$ cat src/rtl/cache_refill_arbiter_pkg.sv
// Shared types and helpers for the cache refill arbiter.
package cache_refill_arbiter_pkg;

  typedef enum logic [1:0] {
    ARB_IDLE = 2'd0,
    ARB_ADDR = 2'd1,
    ARB_DATA = 2'd2,
    ARB_DONE = 2'd3
  } arb_state_t;

  typedef enum logic {
    OWNER_I = 1'b0,
    OWNER_D = 1'b1
  } arb_owner_t;

  // Number of byte-offset bits inside one cache line.
  function automatic int unsigned line_offset_bits(input int unsigned words,
                                                   input int unsigned dw);
    return $clog2(words * dw / 8);
  endfunction

endpackage

$ cat src/rtl/cache_refill_arbiter.sv
// Arbitrates the single memory port between I-cache fills and D-cache fills/write-backs.
// D has priority; I is forced after STARVE_LIMIT consecutive D grants while it waits.
module cache_refill_arbiter
  import cache_refill_arbiter_pkg::*;
#(
  parameter int unsigned ADDR_WIDTH   = 32,
  parameter int unsigned DATA_WIDTH   = 32,
  parameter int unsigned LINE_WORDS   = 4,
  parameter int unsigned STARVE_LIMIT = 3
) (
  input  logic                  clk,
  input  logic                  rst,
  input  logic                  ic_req,
  input  logic [ADDR_WIDTH-1:0] ic_addr,
  output logic [DATA_WIDTH-1:0] ic_rd_data,
  output logic                  ic_rd_valid,
  output logic                  ic_done,
  input  logic                  dc_req,
  input  logic                  dc_we,
  input  logic [ADDR_WIDTH-1:0] dc_addr,
  input  logic [DATA_WIDTH-1:0] dc_wr_data,
  output logic                  dc_wr_ready,
  output logic [DATA_WIDTH-1:0] dc_rd_data,
  output logic                  dc_rd_valid,
  output logic                  dc_done,
  output logic                  mem_req_valid,
  input  logic                  mem_req_ready,
  output logic [ADDR_WIDTH-1:0] mem_req_addr,
  output logic                  mem_req_we,
  output logic                  mem_wr_valid,
  input  logic                  mem_wr_ready,
  output logic [DATA_WIDTH-1:0] mem_wr_data,
  input  logic                  mem_rd_valid,
  input  logic [DATA_WIDTH-1:0] mem_rd_data,
  output logic [1:0]            grant
);

  localparam int unsigned OFF_BITS = line_offset_bits(LINE_WORDS, DATA_WIDTH);
  localparam int unsigned BEAT_W   = $clog2(LINE_WORDS);
  localparam int unsigned STARVE_W = $clog2(STARVE_LIMIT + 1);
  localparam logic [BEAT_W-1:0]     LAST_BEAT  = BEAT_W'(LINE_WORDS - 1);
  localparam logic [STARVE_W-1:0]   STARVE_MAX = STARVE_W'(STARVE_LIMIT);
  localparam logic [ADDR_WIDTH-1:0] LINE_MASK  =
    ~((ADDR_WIDTH'(1) << OFF_BITS) - ADDR_WIDTH'(1));

  arb_state_t            state_q;
  arb_owner_t            owner_q;
  logic [1:0]            grant_q;
  logic [BEAT_W-1:0]     beat_q, beat_d;
  logic [STARVE_W-1:0]   starve_q, starve_d;
  logic                  last_q;
  logic [ADDR_WIDTH-1:0] req_addr_q;
  logic                  req_we_q;
  logic                  req_valid_q;
  logic                  wr_valid_q;
  logic                  ic_rd_valid_q, dc_rd_valid_q;
  logic [DATA_WIDTH-1:0] rd_data_q;
  logic                  ic_done_q, dc_done_q;

  logic any_req_c, pick_i_c, wr_beat_c, rd_beat_c;

  assign any_req_c = ic_req | dc_req;
  assign pick_i_c  = ic_req & (~dc_req | (starve_q == STARVE_MAX));
  assign wr_beat_c = wr_valid_q & mem_wr_ready;
  assign rd_beat_c = (state_q == ARB_DATA) & ~req_we_q & ~last_q & mem_rd_valid;

  // Starve counter: saturating count of D grants that bypassed a waiting I.
  always_comb begin
    starve_d = starve_q;
    if (state_q == ARB_IDLE && any_req_c) begin
      if (pick_i_c)
        starve_d = '0;
      else if (ic_req && starve_q != STARVE_MAX)
        starve_d = starve_q + STARVE_W'(1);
    end
  end

  always_comb begin
    beat_d = beat_q;
    if (state_q == ARB_ADDR)
      beat_d = '0;
    else if (rd_beat_c || wr_beat_c)
      beat_d = beat_q + BEAT_W'(1);
  end

  always_ff @(posedge clk) begin
    if (rst) begin
      state_q       <= ARB_IDLE;
      owner_q       <= OWNER_I;
      grant_q       <= '0;
      beat_q        <= '0;
      starve_q      <= '0;
      last_q        <= 1'b0;
      req_addr_q    <= '0;
      req_we_q      <= 1'b0;
      req_valid_q   <= 1'b0;
      wr_valid_q    <= 1'b0;
      ic_rd_valid_q <= 1'b0;
      dc_rd_valid_q <= 1'b0;
      rd_data_q     <= '0;
      ic_done_q     <= 1'b0;
      dc_done_q     <= 1'b0;
    end else begin
      ic_rd_valid_q <= 1'b0;
      dc_rd_valid_q <= 1'b0;
      ic_done_q     <= 1'b0;
      dc_done_q     <= 1'b0;
      beat_q        <= beat_d;
      starve_q      <= starve_d;
      case (state_q)
        ARB_IDLE: begin
          if (any_req_c) begin
            state_q     <= ARB_ADDR;
            req_valid_q <= 1'b1;
            if (pick_i_c) begin
              owner_q    <= OWNER_I;
              grant_q    <= 2'b01;
              req_addr_q <= ic_addr & LINE_MASK;
              req_we_q   <= 1'b0;
            end else begin
              owner_q    <= OWNER_D;
              grant_q    <= 2'b10;
              req_addr_q <= dc_addr & LINE_MASK;
              req_we_q   <= dc_we;
            end
          end
        end
        ARB_ADDR: begin
          if (mem_req_ready) begin
            state_q     <= ARB_DATA;
            req_valid_q <= 1'b0;
            last_q      <= 1'b0;
            wr_valid_q  <= req_we_q;
          end
        end
        ARB_DATA: begin
          if (req_we_q) begin
            if (wr_beat_c && beat_q == LAST_BEAT) begin
              wr_valid_q <= 1'b0;
              state_q    <= ARB_DONE;
              dc_done_q  <= 1'b1;
            end
          end else if (last_q) begin
            // Last beat has been presented; completion follows one cycle later.
            state_q   <= ARB_DONE;
            ic_done_q <= (owner_q == OWNER_I);
            dc_done_q <= (owner_q == OWNER_D);
          end else if (mem_rd_valid) begin
            rd_data_q     <= mem_rd_data;
            ic_rd_valid_q <= (owner_q == OWNER_I);
            dc_rd_valid_q <= (owner_q == OWNER_D);
            if (beat_q == LAST_BEAT)
              last_q <= 1'b1;
          end
        end
        ARB_DONE: begin
          state_q <= ARB_IDLE;
          grant_q <= '0;
          last_q  <= 1'b0;
        end
        default: state_q <= ARB_IDLE;
      endcase
    end
  end

  assign ic_rd_data    = rd_data_q;
  assign dc_rd_data    = rd_data_q;
  assign ic_rd_valid   = ic_rd_valid_q;
  assign dc_rd_valid   = dc_rd_valid_q;
  assign ic_done       = ic_done_q;
  assign dc_done       = dc_done_q;
  assign grant         = grant_q;
  assign mem_req_valid = req_valid_q;
  assign mem_req_addr  = req_addr_q;
  assign mem_req_we    = req_we_q;
  assign mem_wr_valid  = wr_valid_q;
  // Write path is a direct pass-through so D sees acceptance in the same cycle.
  assign mem_wr_data   = wr_valid_q ? dc_wr_data : '0;
  assign dc_wr_ready   = wr_beat_c;

endmodule

$ cat config.mk
export PLATFORM = sky130hd
export DESIGN_NAME = cache_refill_arbiter
export DESIGN_NICKNAME = d
export VERILOG_FILES = /design/src/rtl/cache_refill_arbiter_pkg.sv /design/src/rtl/cache_refill_arbiter.sv
export SDC_FILE = /design/constraint.sdc
export NUM_CORES = 1
export LEC_CHECK = 0
export ABC_AREA = 0
export CAP_MARGIN = 15
export CORE_AREA = 2 2 106 108
export DETAILED_ROUTE_END_ITERATION = 16
export DIE_AREA = 0 0 108 110
export PLACE_DENSITY = 0.91
export RECOVER_POWER = 100
export SYNTH_ARGS = -nofsm -noshare
export SYNTH_HDL_FRONTEND = slang
export SYNTH_SLANG_ARGS = --single-unit
$ cat constraint.sdc
create_clock -name clk -period 4.4 [get_ports clk]
set_input_delay 1.32 -clock clk [delete_from_list [all_inputs] [get_ports clk]]
set_output_delay 1.32 -clock clk [all_outputs]
set_load 0.005 [all_outputs]
==> results <==
-- metrics by stage --
| step | setup WS (ns) | area, um2 | utilization [%] | std cells | total power [mW] |
|---|---|---|---|---|---|
| finish | 0.434 | 6330 | 59.1 | 769 | 2.24 |
| global route | 0.345 | 6330 | 59.1 | 769 | 2.39 |
| CTS | 0.496 | 6320 | 59.1 | 768 | 2.31 |
| detailed placement | 0.500 | 6100 | 57.0 | 752 | 1.71 |
| global placement | 0.522 | 6100 | 57.0 | 752 | 1.68 |
| floorplan | 1.61 | 3700 | - | 418 | 1.30 |
-- logic make-up (layout without fill, tap and decap cells) --
family,Yosys count,after routing,synth area share [%]
and+or+nand+nor,167,167,25.9
AOI/OAI and AO/OA,81,81,15.8
DFF,77,77,41.8
buffers and inverters,76,287,12.3
adders and majority gates,9,9,3.06
muxes,4,4,1.09
other,1,4,0.102
-- path summary, 6_finish.rpt --
kind	from	to	slack (ns)
hold reg to reg	grant[0]	grant[0]	0.48
setup / recovery	mem_wr_ready	dc_wr_ready	0.43
setup reg to reg	state_q[0]	dc_rd_data[18]	1.96
hold / removal	grant[0]	grant[0]	0.48
-- state kept, by name, indices dropped and copies added, names as in the netlist --
register / cells
beat_q: 2
mem_req_addr: 28
owner_q: 1
ic_rd_valid: 1
mem_wr_valid: 1
starve_q: 2
mem_req_we: 1
dc_rd_valid: 1
state_q: 2
dc_rd_data: 32
ic_done: 1
last_q: 1
mem_req_valid: 1
dc_done: 1
grant: 2
-- synthesized netlist by cell type (3+ instances only) --
cell      count  area (um2)
nand2b_1      6        37.5
o21ai_0       3        15.0
nor2_1        4        15.0
nor2b_1       4        25.0
buf_4        36         270
a21oi_1      39         195
a221o_1      28         280
nand2_1      70         263
inv_1         4        15.0
dfxtp_1      77        1540
ha_1          9         113
mux2i_1       4        40.0
nor4b_1      28         245
clkbuf_1     21        78.8
nor3_1        4        20.0
and2_1       32         200
buf_2        12        60.1
-- cell usage in the layout (no fill, tap or decap), types with 3 or more instances in the layout --
cell type        Yosys  routed
a221o_1             28      28
mux2i_1              4       4
ha_1                 9       9
o21ai_0              3       3
nor3_1               4       4
nor2b_1              4       3
clkbuf_1            21       3
a21oi_1             39      39
inv_1                4       4
clkbuf_8             0      10
nor2_1               4       4
dfxtp_1             77      77
conb_1               1       4
dlygate4sd3_1        0     137
nor4b_1             28      28
and2_1              32      32
nand2b_1             6       6
nand2_1             70      70
buf_4               36       3
clkdlybuf4s50_1      0     123
-- power breakdown --
group	internal, mW	total [mW]	leakage, nW	switching [mW]
Combinational	0.431	0.768	1.93	0.338
Clock	0.334	0.594	0.112	0.260
Sequential	0.804	0.882	0.628	0.0776
Total	1.57	2.24	2.67	0.676
-- worst register-to-register path, cell delays in order, from the launching register on --
cell and delay, ns:
dfxtp_1 0.43, inv_1 0.13, ha_1 0.28, nand4bb_1 0.12, clkbuf_1 1.04, nand2_1 0.16
a21oi_1 0.20
-- routing by layer --
layer  part of all wire [%]  wire, um  GRT usage (%)
met5                      0         0              0
met3                    9.0      1050           6.76
met2                     49      5740           32.2
met4                    2.0       229           6.14
met1                     40      4690           21.7
-- layout make-up --
cell class                 count  area share [%]
sequential                    77            24.4
multi-input combinational    265            27.2
inverter                       4           0.237
clock inverter                 6            1.36
timing repair buffer         267            41.9
clock buffer                  10            2.18
tap                          140            2.77
==> qor.csv <==
stage,metric,value,unit
status,status,"finished, final reports clean",
cts,post-CTS setup buffer count,0,
pwr,Pwr Density,355,nW/um2
timing,Setup-failing EPs final,0,
cts,CTS Root Cell,clkbuf_8,
timing,Max Slew Vio Count,0,
detailed_routing,drt total wl,11.7,mm
detailed_routing,Vias/cell,4.93,
floorplan,I/O pin count,274,
worst_setup_path,worst-path cell chain,"clkdlybuf4s50_1, nand2_1, inv_1, dlygate4sd3_1",
yosys,Post-synth ARST share,0,%
worst_hold_path,hold depth,2,
timing,Slew HR,5.26,%
cts,Post-CTS Hold Fix Bufs,0,
worst_setup_path,classification of the worst setup path,in2out,
final_layout,area of the multi-input gates,1720,um2
timing,Achievable Freq,0.252,GHz
place,GPL Wtd Cong,0.821,
cts,CTS tree,done,
final_layout,ratio of cells with drive above 1 in the final layout,3.82,%
timing,hold slack,0.475,ns
yosys,Syn Inst Count,415,
yosys,sequential element share of the synthesized area,41.8,%
floorplan,core box area,10700,um2
timing,"Hold Vio Cnt, Final",0,
worst_setup_path,CP top delay family,buffers and inverters,
place,Port Buf Inserts,261,
floorplan,row count,38,
pwr,maximum vdd drop,0.216,mV
cts,Clock Sinks,77,
detailed_routing,via count,3789,
worst_setup_path,Crit-path slowest cell,dlygate4sd3_1,
final_layout,register area,1540,um2
timing,Slew @ Worst Pin,1.42,ns
worst_setup_path,Required @ worst endpoint,3.08,ns
floorplan,Starting Density,34.4,%
grt,total track usage,18.7,%
pwr,leakage,2.67,nW
yosys,syn avg cell area,8.88,um2
floorplan,die width,108,um
final_layout,post-synthesis to final-layout area growth,71.7,%
final_layout,Antenna Diode Count,0,
detailed_routing,ANT nets after route,0,
grt,initial antenna violation count,0,
cts,CTS clock-pin slew for the worst setup and hold paths,0.08,ns
timing,final cycle utilization of the critical path,90.1,%
worst_setup_path,Worst path depth,4,
worst_setup_path,Crit. End Element,output port,
cts,CTS H-tree lvls,3,
worst_setup_path,Worst R2R Path Depth,6,
yosys,Ys Warns,0,
floorplan,Die Area,11900,um2
grt,global-route wire length before repair,17.7,mm
grt,largest net degree at the start of global routing,51,
final_layout,fillers,847,
grt,gr ovfl total,0,
floorplan,Die H,110,um
run,total of max-cap violations,0,
cts,cts repair resizes,0,
place,HPWL Detailed,8.76,mm
yosys,Post-synth EDFFs,0,
worst_setup_path,critical path arrival,2.65,ns
worst_setup_path,CP startpoint kind,primary input,
timing,Post-Route Setup TNS,0,ns
detailed_routing,drt wl/cell,15.2,um
yosys,register bit total from synthesis,77,
worst_setup_path,CP peak stage delay,0.58,ns
timing,fin crit period,3.97,ns
cts,Max Root-Sink Buffers,2,
grt,vias in the first global route,3646,
worst_setup_path,worst-path maximum fanout,3,
detailed_routing,drt drc,0,
yosys,Cell variety after synth,44,
worst_setup_path,Buf/Inv on CP,3,
yosys,Main synth FF type,dfxtp_1,
detailed_routing,drt initial violations,218,
detailed_routing,Initial DRT Pass Iterations,7,
timing,RSZ-0062 raised after global routing,no,
yosys,Post-Syn Area,3680,um2
cts,Num CTS Buffers,9,
cts,Clock Latency Late Sink,0.34,ns
final_layout,Total Nets Final,769,
timing,Layout Skew,0.00825,ns
worst_hold_path,Hold Path Class,reg2reg,
Note: power is estimated with default switching activity, not from simulation.
